$ cat src/rtl/branch_resolve_unit_pkg.sv
// Purpose: shared types for the branch resolve unit (funct3 encodings, widths, FSM states, metadata record).
// Latency: none, declarations and one combinational helper only.
// Backpressure: not applicable.
package branch_resolve_unit_pkg;

    localparam int XLEN      = 32;
    localparam int PHT_IDX_W = 3;

    localparam logic [2:0] F3_BEQ  = 3'b000;
    localparam logic [2:0] F3_BNE  = 3'b001;
    localparam logic [2:0] F3_BLT  = 3'b100;
    localparam logic [2:0] F3_BGE  = 3'b101;
    localparam logic [2:0] F3_BLTU = 3'b110;
    localparam logic [2:0] F3_BGEU = 3'b111;

    typedef enum logic {
        IDLE  = 1'b0,
        FLUSH = 1'b1
    } state_t;

    // One in-flight predicted branch as recorded at ID.
    typedef struct packed {
        logic                 taken;
        logic [PHT_IDX_W-1:0] pht_index;
        logic [XLEN-1:0]      pc;
        logic [XLEN-1:0]      target;
    } meta_t;

    // Branch condition evaluation; the unused encodings 010/011 resolve not-taken.
    function automatic logic branch_taken(input logic [2:0]      funct3,
                                          input logic [XLEN-1:0] rs1,
                                          input logic [XLEN-1:0] rs2);
        logic t;
        t = 1'b0;
        case (funct3)
            F3_BEQ:  t = (rs1 == rs2);
            F3_BNE:  t = (rs1 != rs2);
            F3_BLT:  t = ($signed(rs1) <  $signed(rs2));
            F3_BGE:  t = ($signed(rs1) >= $signed(rs2));
            F3_BLTU: t = (rs1 <  rs2);
            F3_BGEU: t = (rs1 >= rs2);
            default: t = 1'b0;
        endcase
        return t;
    endfunction

endpackage

$ cat src/rtl/bru_meta_fifo.sv
// Purpose: small synchronous FIFO holding predicted-branch metadata, with a one-cycle clear.
// Latency: head visible combinationally; a push is visible at the head the cycle after it is written.
// Backpressure: push while full is dropped unless a pop happens in the same cycle; clear overrides push/pop.
module bru_meta_fifo #(
    parameter int DEPTH = 4,
    parameter int WIDTH = 8
) (
    input  logic             clk,
    input  logic             rst_n,
    input  logic             push,
    input  logic             pop,
    input  logic             clear,
    input  logic [WIDTH-1:0] wr_data,
    output logic [WIDTH-1:0] rd_data,
    output logic             full,
    output logic             empty
);

    localparam int          PW       = (DEPTH > 1) ? $clog2(DEPTH) : 1;
    localparam logic [PW:0] FULL_CNT = DEPTH[PW:0];

    logic [WIDTH-1:0] mem [DEPTH];
    logic [PW-1:0]    wr_ptr;
    logic [PW-1:0]    rd_ptr;
    logic [PW:0]      count;
    logic             do_push;
    logic             do_pop;

    assign full    = (count == FULL_CNT);
    assign empty   = (count == '0);
    assign do_pop  = pop && !empty;
    // At full the slot being read this cycle is the one being overwritten, so push+pop is safe.
    assign do_push = push && (!full || do_pop);
    assign rd_data = mem[rd_ptr];

    // Pointer and occupancy bookkeeping; pointers wrap naturally since DEPTH is a power of two.
    always_ff @(posedge clk or negedge rst_n) begin
        if (!rst_n) begin
            wr_ptr <= '0;
            rd_ptr <= '0;
            count  <= '0;
        end else if (clear) begin
            wr_ptr <= '0;
            rd_ptr <= '0;
            count  <= '0;
        end else begin
            if (do_push) wr_ptr <= wr_ptr + 1'b1;
            if (do_pop)  rd_ptr <= rd_ptr + 1'b1;
            case ({do_push, do_pop})
                2'b10:   count <= count + 1'b1;
                2'b01:   count <= count - 1'b1;
                default: count <= count;
            endcase
        end
    end

    // Storage array; contents are don't-care until written, so no reset.
    always_ff @(posedge clk) begin
        if (do_push && !clear) mem[wr_ptr] <= wr_data;
    end

endmodule

$ cat src/rtl/branch_resolve_unit.sv
// Purpose: resolves EX-stage conditional branches against queued ID predictions; redirects and flushes on mispredict.
// Latency: resolution/redirect registered 1 cycle after pop; flush held FLUSH_CYCLES cycles from that point.
// Backpressure: meta_full blocks new pushes (except with a same-cycle pop); pushes and ex_valid ignored while flushing.
// Optional: BRU_PERF_CNT_EN adds resolved_count / mispredict_count outputs.
module branch_resolve_unit
    import branch_resolve_unit_pkg::*;
#(
    parameter int FIFO_DEPTH   = 4,
    parameter int FLUSH_CYCLES = 2
) (
    input  logic                 clk,
    input  logic                 rst_n,
    input  logic                 pred_valid,
    input  logic                 pred_taken,
    input  logic [PHT_IDX_W-1:0] pred_pht_index,
    input  logic [XLEN-1:0]      pred_pc,
    input  logic [XLEN-1:0]      pred_target,
    input  logic                 stall,
    input  logic                 ex_valid,
    input  logic [2:0]           ex_funct3,
    input  logic [XLEN-1:0]      ex_rs1,
    input  logic [XLEN-1:0]      ex_rs2,
    output logic                 branch_resolved,
    output logic                 actual_taken,
    output logic [PHT_IDX_W-1:0] pht_indexMEM,
    output logic                 redirect_valid,
    output logic [XLEN-1:0]      redirect_pc,
    output logic                 flush,
    output logic                 meta_full,
    output logic                 err_sticky
`ifdef BRU_PERF_CNT_EN
    ,
    output logic [31:0]          resolved_count,
    output logic [31:0]          mispredict_count
`endif
);

    localparam logic [2:0] FLUSH_LOAD = 3'(FLUSH_CYCLES - 1);

    state_t          state;
    logic [2:0]      flush_cnt;
    meta_t           push_dat;
    meta_t           head_dat;
    logic            fifo_full;
    logic            fifo_empty;
    logic            idle;
    logic            push_req;
    logic            push_en;
    logic            push_drop;
    logic            pop_en;
    logic            pop_err;
    logic            ex_taken;
    logic            mispredict;
    logic [XLEN-1:0] fix_pc;

    assign idle       = (state == IDLE);
    assign push_req   = pred_valid && !stall && idle;
    assign pop_en     = ex_valid && !fifo_empty && idle;
    assign pop_err    = ex_valid && fifo_empty && idle;
    assign push_en    = push_req && (!fifo_full || pop_en);
    assign push_drop  = push_req && fifo_full && !pop_en;
    assign ex_taken   = branch_taken(ex_funct3, ex_rs1, ex_rs2);
    assign mispredict = pop_en && (ex_taken != head_dat.taken);
    assign fix_pc     = ex_taken ? head_dat.target : (head_dat.pc + 32'd4);
    assign meta_full  = fifo_full;

    assign push_dat = '{taken:     pred_taken,
                        pht_index: pred_pht_index,
                        pc:        pred_pc,
                        target:    pred_target};

    // A mispredict squashes every younger queued branch, including one pushed this same cycle.
    bru_meta_fifo #(
        .DEPTH (FIFO_DEPTH),
        .WIDTH ($bits(meta_t))
    ) u_meta_fifo (
        .clk     (clk),
        .rst_n   (rst_n),
        .push    (push_en),
        .pop     (pop_en),
        .clear   (mispredict),
        .wr_data (push_dat),
        .rd_data (head_dat),
        .full    (fifo_full),
        .empty   (fifo_empty)
    );

    // Resolution outputs plus IDLE/FLUSH control; flush rises together with redirect_valid.
    always_ff @(posedge clk or negedge rst_n) begin
        if (!rst_n) begin
            state           <= IDLE;
            flush_cnt       <= '0;
            flush           <= 1'b0;
            branch_resolved <= 1'b0;
            actual_taken    <= 1'b0;
            pht_indexMEM    <= '0;
            redirect_valid  <= 1'b0;
            redirect_pc     <= '0;
            err_sticky      <= 1'b0;
        end else begin
            branch_resolved <= pop_en;
            redirect_valid  <= mispredict;
            if (push_drop || pop_err) err_sticky <= 1'b1;
            if (pop_en) begin
                actual_taken <= ex_taken;
                pht_indexMEM <= head_dat.pht_index;
                redirect_pc  <= fix_pc;
            end
            case (state)
                IDLE: begin
                    if (mispredict) begin
                        state     <= FLUSH;
                        flush     <= 1'b1;
                        flush_cnt <= FLUSH_LOAD;
                    end
                end
                FLUSH: begin
                    if (flush_cnt == 3'd0) begin
                        state <= IDLE;
                        flush <= 1'b0;
                    end else begin
                        flush_cnt <= flush_cnt - 3'd1;
                    end
                end
                default: state <= IDLE;
            endcase
        end
    end

`ifdef BRU_PERF_CNT_EN
    // Event counters advance on the same edge that raises branch_resolved / redirect_valid.
    always_ff @(posedge clk or negedge rst_n) begin
        if (!rst_n) begin
            resolved_count   <= '0;
            mispredict_count <= '0;
        end else begin
            if (pop_en)     resolved_count   <= resolved_count + 32'd1;
            if (mispredict) mispredict_count <= mispredict_count + 32'd1;
        end
    end
`endif

endmodule

$ cat config.mk
export PLATFORM = sky130hd
export DESIGN_NAME = branch_resolve_unit
export DESIGN_NICKNAME = d
export VERILOG_FILES = /design/src/rtl/branch_resolve_unit_pkg.sv /design/src/rtl/bru_meta_fifo.sv /design/src/rtl/branch_resolve_unit.sv
export SDC_FILE = /design/constraint.sdc
export NUM_CORES = 1
export LEC_CHECK = 0
export ABC_AREA = 1
export BUFFER_PORTS_ARGS = -buffer_cell sky130_fd_sc_hd__buf_4
export CAP_MARGIN = 20
export CORE_MARGIN = 2
export CORE_UTILIZATION = 60
export DETAILED_ROUTE_END_ITERATION = 10
export PLACE_DENSITY = 0.86
export SYNTH_ARGS = -nofsm -noshare
export SYNTH_HDL_FRONTEND = slang
export SYNTH_SLANG_ARGS = --single-unit
$ cat constraint.sdc
create_clock -name clk -period 7.9 [get_ports clk]
set_input_delay 0.395 -clock clk [delete_from_list [all_inputs] [get_ports clk]]
set_output_delay 0.395 -clock clk [all_outputs]
set_load 0.05 [all_outputs]
==> results.md, run 1 <==
* result of the run: finished, final reports clean
* number of register bits inferred by synthesis: 323
* top cells by instance count after synthesis: nand2_1 (354), edfxtp_1 (272), nor2_1 (99)
* post-synthesis instance total: 1323
* endpoints failing hold: 0
* clock latency reported for the late side of the worst-skew pair: 570 ps
* number of setup buffers added after CTS: 0
* number of top-level pins: 181
* Worst-Margin Slew: 1150 ps
* biggest fanout along the worst timing path: 49
* Placed Cells: 1779
* leakage power total: 6.93 nW
* routed via count: 10400
* Site Rows: 57
* prevailing post-synth register cell: edfxtp_1
* pin count of the biggest net entering global routing: 110
* cell area power density: 354 mW/mm²
* setup repair after global routing missed its margin: no
* final count of negative-setup-slack endpoints: 0
* crit path cell chain: buf_4, inv_2, a32oi_1, nand2_2, nand3_4, nand2_1, nor2_4, buf_4
* final clock period utilization by the worst path: 56.4%
* synthesis warning total: 0
* number of fill cells in the layout: 1592
* Slew Limit Fails: 0
* final HPWL from detailed placement: 21900 µm
* global-route wire length before repair: 53000 µm
* core area: 0.0242 mm²
* Post-DRT Antenna Nets: 0
* worst setup slack after layout: 3450 ps
* setup slack at placement: 3060 ps
* remaining global-route overflow: 0
* DRC marker count from the first detailed-route iteration: 1056
* largest area contributor in the synthesized netlist: edfxtp_1
* CTS HTree Levels: 1
* aggregate negative setup slack: 0 ps
* post-synthesis net count: 1503
* class of the tightest hold or removal check: in -> reg
* global placer's final weighted congestion: 0.910
* clock root buffer: clkbuf_16
* mapped cell area: 0.0147 mm²
* maximum number of buffers from clock root to sink: 3
* Max IR drop VDD: 0.000267 V
* CTS buffer count: 30
* asr flop ratio synth: 15.8%
* fraction of the yosys area taken by sequential cells: 64.3%
* final worst path period need: 4450 ps
* ranking of synthesized cells by area: edfxtp_1 (56%), nand2_1 (9.1%), dfrtp_1 (8.7%)
* required time of the critical path: 8080 ps
* net count of the finished layout: 1668
* cell mode on critical path: buf_4
* final cell count without fillers: 1836
* Die ar.: 0.0257 mm²
* Synth top area share: 55.6%
* overall routing resource usage: 26.1%
* critical path arrival: 4630 ps
* Maximum Capacitance Violations: 0
* Fmax achieved: 225 MHz
* average wire length per cell after detail routing: 18.4 µm
* initial antenna violation count: 0
* Mean Syn Cell Area: 11.1 µm²
* via count of the first global-routing pass: 10200
* post-CTS clock slew at the launch and capture registers of the worst setup and hold paths: 60 ps
* starting density of the core: 60.7%
* CP Class: reg -> reg
* # diodes: 0
* first-pass iteration count of the detailed router: 5
* via-per-instance ratio: 5.67
* port bufs: 180
* largest incremental delay on the critical path: 850 ps
* Max-slew headroom: 23.6%
* post-synth cell types: 51
* area growth from synthesis to final layout: 16.7%
* most frequent cell after synthesis: nand2_1
* Die Ht: 160 µm
* TritonCTS clock tree: built
* nature of the critical path startpoint: flop
* endpoint kind of the worst setup timing path: flop
* # clock sinks: 323
* routed wire length: 33700 µm
* fraction of layout instances using a drive strength above 1: 20.0%
* width of the chip: 160 µm
* number of design rule violations left after detail routing: 0
* number of flops mapped to enable cells by yosys: 272
* cell at the slowest stage of the critical path: nor2_4
* largest clock skew in the final design: 23.9 ps
==> cell usage in the layout (no fill, tap or decap), types with 2 or more instances in the layout <==
cell,synthesis,final
nand3_4,2,2
a32o_1,15,15
nor2_4,5,9
o21a_1,2,2
nor3_2,3,3
nor2_1,99,94
nand2_1,354,354
o22ai_1,8,8
nand3_2,6,6
o21ai_1,18,18
inv_1,79,79
nand2_2,16,16
inv_2,10,9
clkbuf_1,19,9
clkinv_1,0,6
nand4_1,7,7
buf_4,7,191
dfrtp_1,51,50
nor3_1,7,7
nand2_4,2,2
nand3b_1,2,2
a31oi_1,5,5
o211ai_1,9,9
xor2_1,19,19
bufinv_16,0,2
clkbuf_16,0,30
edfxtp_1,272,272
xnor2_1,9,9
nor4_2,2,2
clkinv_2,0,7
a32oi_1,5,5
o21ai_0,46,46
nor2_2,8,9
ha_1,39,39
nand3_1,72,72
a32oi_4,2,2
a21oi_1,76,76
nor4_1,2,2
==> per-stage QoR <==
| stage | util (%) | hold WS (ps) | cell area, µm² | power, mW |
|---|---|---|---|---|
| floorplan | - | 99.4 | 14700 | 4.03 |
| CTS | 70.8 | 16.4 | 17100 | 6.07 |
| detailed placement | 66.9 | 468 | 16200 | 4.69 |
| global route | 70.8 | 22.2 | 17100 | 6.36 |
| finish | 70.8 | 31.1 | 17100 | 6.06 |
| global placement | 66.9 | 450 | 16200 | 4.60 |
==> power by group <==
group | total, mW | switching [mW] | internal (mW)
logic | 2.47 | 1.75 | 0.719
clock network | 1.37 | 0.596 | 0.774
registers | 2.23 | 0.126 | 2.10
total | 6.06 | 2.47 | 3.59
==> worst max-delay path: cells and delay by family (launching register included) <==
kind | cells | cell delay, ps
AOI/OAI and AO/OA | 1 | 580
and+or+nand+nor | 4 | 1470
buffers and inverters | 3 | 1610
DFF | 1 | 320
==> what timing repair did <==
item / in CTS / in global routing
hold endpoints to repair: 51 / 0
hold buffers: 1 / 0
resized for setup: 0 / 0
==> path summary, 6_finish.rpt <==
| check | startpoint | endpoint | slack, ps | depth (start not counted) |
|---|---|---|---|---|
| max | u_meta_fifo.rd_ptr[1] | u_meta_fifo.mem[0][60] | 3450 | 8 |
| min | pred_target[22] | u_meta_fifo.mem[1][22] | 30 | 1 |
| max reg2reg | u_meta_fifo.rd_ptr[1] | u_meta_fifo.mem[0][60] | 3450 | 8 |
| min reg2reg | redirect_pc[24] | redirect_pc[24] | 480 | 2 |
| max in group asynchronous | rst_n | u_meta_fifo.rd_ptr[0] | 6960 | 2 |
| min in group asynchronous | rst_n | redirect_pc[29] | 430 | 2 |
==> flip-flops by register name, indices dropped and copies added (netlist names) <==
signal and count:
flush_cnt 3, u_meta_fifo.rd_ptr 2, u_meta_fifo.wr_ptr 2, actual_taken 1, redirect_valid 1, u_meta_fifo.count 3, flush 1, u_meta_fifo.mem 272
pht_indexMEM 3, state 1, err_sticky 1, branch_resolved 1, redirect_pc 32
==> cells by family after synthesis <==
| family | after synthesis | share of synthesized area (%) |
|---|---|---|
| DFF | 323 | 64.3 |
| adders and majority gates | 40 | 3.46 |
| buffers and inverters | 148 | 4.83 |
| AOI/OAI and AO/OA | 191 | 8.04 |
| and+or+nand+nor | 593 | 17.7 |
| xor gates and xnor gates | 28 | 1.67 |
==> per-layer routing <==
metal | GRT usage (%) | wire, µm | vias up
met5 | 0 | 0 | -
met4 | 7.41 | 819 | 0
met3 | 3.41 | 2480 | 63
met2 | 44.5 | 16800 | 479
met1 | 35.6 | 13600 | 4967
li1 | - | - | 4905
==> layout make-up <==
class / count / area (µm²) / share of cell area (%)
repair buffers: 192 / 1440 / 8.43
clock inverters: 16 / 138 / 0.804
multi-input cells: 852 / 4560 / 26.6
inverters: 89 / 335 / 1.96
clock buffers: 40 / 798 / 4.66
flip-flops and latches: 323 / 9450 / 55.2
well taps: 324 / 405 / 2.37
(Power assumes the default switching activity.)
==> inputs of run 2 (changes only) <==
- CORE_UTILIZATION: 60 -> 53
- PLACE_DENSITY: 0.86 -> 0.81
- clock period: 7.9 -> 3.6 ns (I/O delays scaled with it)
==> run 2 against run 1 <==
Die area is 13% higher. Flip-flop and latch count stayed put. Combinational power grew 120%. Wire length up 3.1%. Critical endpoint is now redirect_pc[14]. Largest power group unchanged.
==> results.md, run 2 (synthesized netlist as in run 1, its figures left out) <==
* final count of negative-setup-slack endpoints: 0
* crit path cell chain: clkinv_2, buf_4, nand2_1, nand3_1, nand2_1, nor2_1, nand2_1, nor3_1, and2_1, xnor2_1, nor2_1, o21ai_0
* Worst-Margin Slew: 750 ps
* average wire length per cell after detail routing: 17.7 µm
* Placed Cells: 1833
* aggregate negative setup slack: 0 ps
* required time of the critical path: 4020 ps
* CTS buffer count: 31
* largest clock skew in the final design: 10.6 ps
* final worst path period need: 3090 ps
* CTS HTree Levels: 1
* number of setup buffers added after CTS: 0
* most used cells in the layout excluding fill and tap cells: nand2_1 (354), edfxtp_1 (272), buf_4 (193), nor2_1 (94), inv_1 (79)
* post_cts resized: 0
* largest registers in the final layout: u_meta_fifo.mem (272), redirect_pc (32)
* global placer's final weighted congestion: 0.912
* largest incremental delay on the critical path: 630 ps
* routed via count: 10700
* pin count of the biggest net entering global routing: 70
* Fmax achieved: 323 MHz
* final HPWL from detailed placement: 22300 µm
* Maximum Capacitance Violations: 0
* leakage power total: 7.26 nW
* endpoint kind of the worst setup timing path: flop
* via-per-instance ratio: 5.45
* cell mode on critical path: nand2_1
* starting density of the core: 54.2%
* final cell count without fillers: 1960
* overall routing resource usage: 23.9%
* global-route wire length before repair: 54300 µm
* Die Ht: 170 µm
* width of the chip: 170 µm
* nature of the critical path startpoint: flop
* critical path arrival: 3510 ps
* setup repair after global routing missed its margin: no
* Post-DRT Antenna Nets: 0
* biggest fanout along the worst timing path: 50
* first-pass iteration count of the detailed router: 6
* core area: 0.0271 mm²
* Largest register FFs: 272
* # diodes: 0
* TritonCTS clock tree: built
* Slew Limit Fails: 0
* port bufs: 180
* clock root buffer: clkbuf_16
* maximum number of buffers from clock root to sink: 3
* initial antenna violation count: 0
* result of the run: finished, final reports clean
* DRC marker count from the first detailed-route iteration: 1186
* post-CTS clock slew at the launch and capture registers of the worst setup and hold paths: 60 ps
* number of design rule violations left after detail routing: 0
* endpoints failing hold: 0
* # clock sinks: 323
* routed wire length: 34800 µm
* Die ar.: 0.0290 mm²
* class of the tightest hold or removal check: in -> reg
* cell area power density: 745 mW/mm²
* CP Class: reg -> reg
* final clock period utilization by the worst path: 85.9%
* remaining global-route overflow: 0
* Max-slew headroom: 50.0%
* most frequent standard cell in the layout excluding fill and tap cells: nand2_1
* Max IR drop VDD: 0.000478 V
* register with the highest flop count: u_meta_fifo.mem
* number of top-level pins: 181
* via count of the first global-routing pass: 10500
* clock latency reported for the late side of the worst-skew pair: 550 ps
* number of fill cells in the layout: 1991
* fraction of layout instances using a drive strength above 1: 19.5%
* core utilization of the finished layout: 66.3%
* cell at the slowest stage of the critical path: dfrtp_4
* area growth from synthesis to final layout: 22.4%
* Site Rows: 60
* net count of the finished layout: 1744
-- run 2: cell type report --
cell class	count	area, µm²	share of cell area (%)
clock buffers	43	841	4.68
clock inverters	14	92.6	0.515
inverters	89	335	1.87
multi-input cells	852	4560	25.4
flip-flops and latches	323	9450	52.6
well taps	372	465	2.59
repair buffers	267	2230	12.4
-- run 2: path summary, 6_finish.rpt --
kind | start | to | slack, ps | cells past startpoint
worst max-delay path | u_meta_fifo.rd_ptr[0] | redirect_pc[14] | 510 | 12
worst min-delay path | stall | err_sticky | 30 | 4
worst max register to register | u_meta_fifo.rd_ptr[0] | redirect_pc[14] | 510 | 12
worst min register to register | redirect_pc[9] | redirect_pc[9] | 490 | 2
max in group asynchronous | rst_n | u_meta_fifo.rd_ptr[0] | 2820 | 2
min in group asynchronous | rst_n | redirect_pc[1] | 250 | 2
-- run 2: what timing repair did --
item	in CTS	in global routing
endpoints found under the setup margin	0	0
hold buffers	70	0
endpoints found under the hold margin	324	0
-- run 2: per-stage QoR --
| step | worst slack [ps] | hold WS, ps | total power [mW] | area (µm²) |
|---|---|---|---|---|
| floorplan | -387 | -116 | 8.83 | 14700 |
| CTS | 567 | 17.8 | 13.4 | 18000 |
| finish | 508 | 33.2 | 13.4 | 18000 |
| global route | 315 | 83.7 | 14.1 | 18000 |
| detailed placement | 314 | 278 | 10.3 | 16300 |
| global placement | 398 | 265 | 10.2 | 16300 |
-- run 2: layer usage --
metal | global-route usage [%] | wire length [µm] | vias up
li1 | - | - | 5047
met1 | 31.2 | 14300 | 5120
met2 | 42.0 | 17100 | 451
met3 | 3.56 | 2610 | 61
met4 | 6.17 | 719 | 0
met5 | 0 | 0 | -
-- run 2: report_power, final --
group	leakage, nW	total [mW]	switching, mW	internal [mW]
Combinational	3.72	5.48	3.83	1.66
Clock	0.462	2.99	1.30	1.69
Sequential	3.08	4.92	0.315	4.61
Total	7.26	13.4	5.44	7.95
-- run 2: worst max-delay path: cells and delay by family (launching register included) --
kind | cells | cell delay (ps)
simple gates | 8 | 1430
buf+inv | 2 | 650
flops | 1 | 630
compound gates | 1 | 150
xor+xnor | 1 | 90
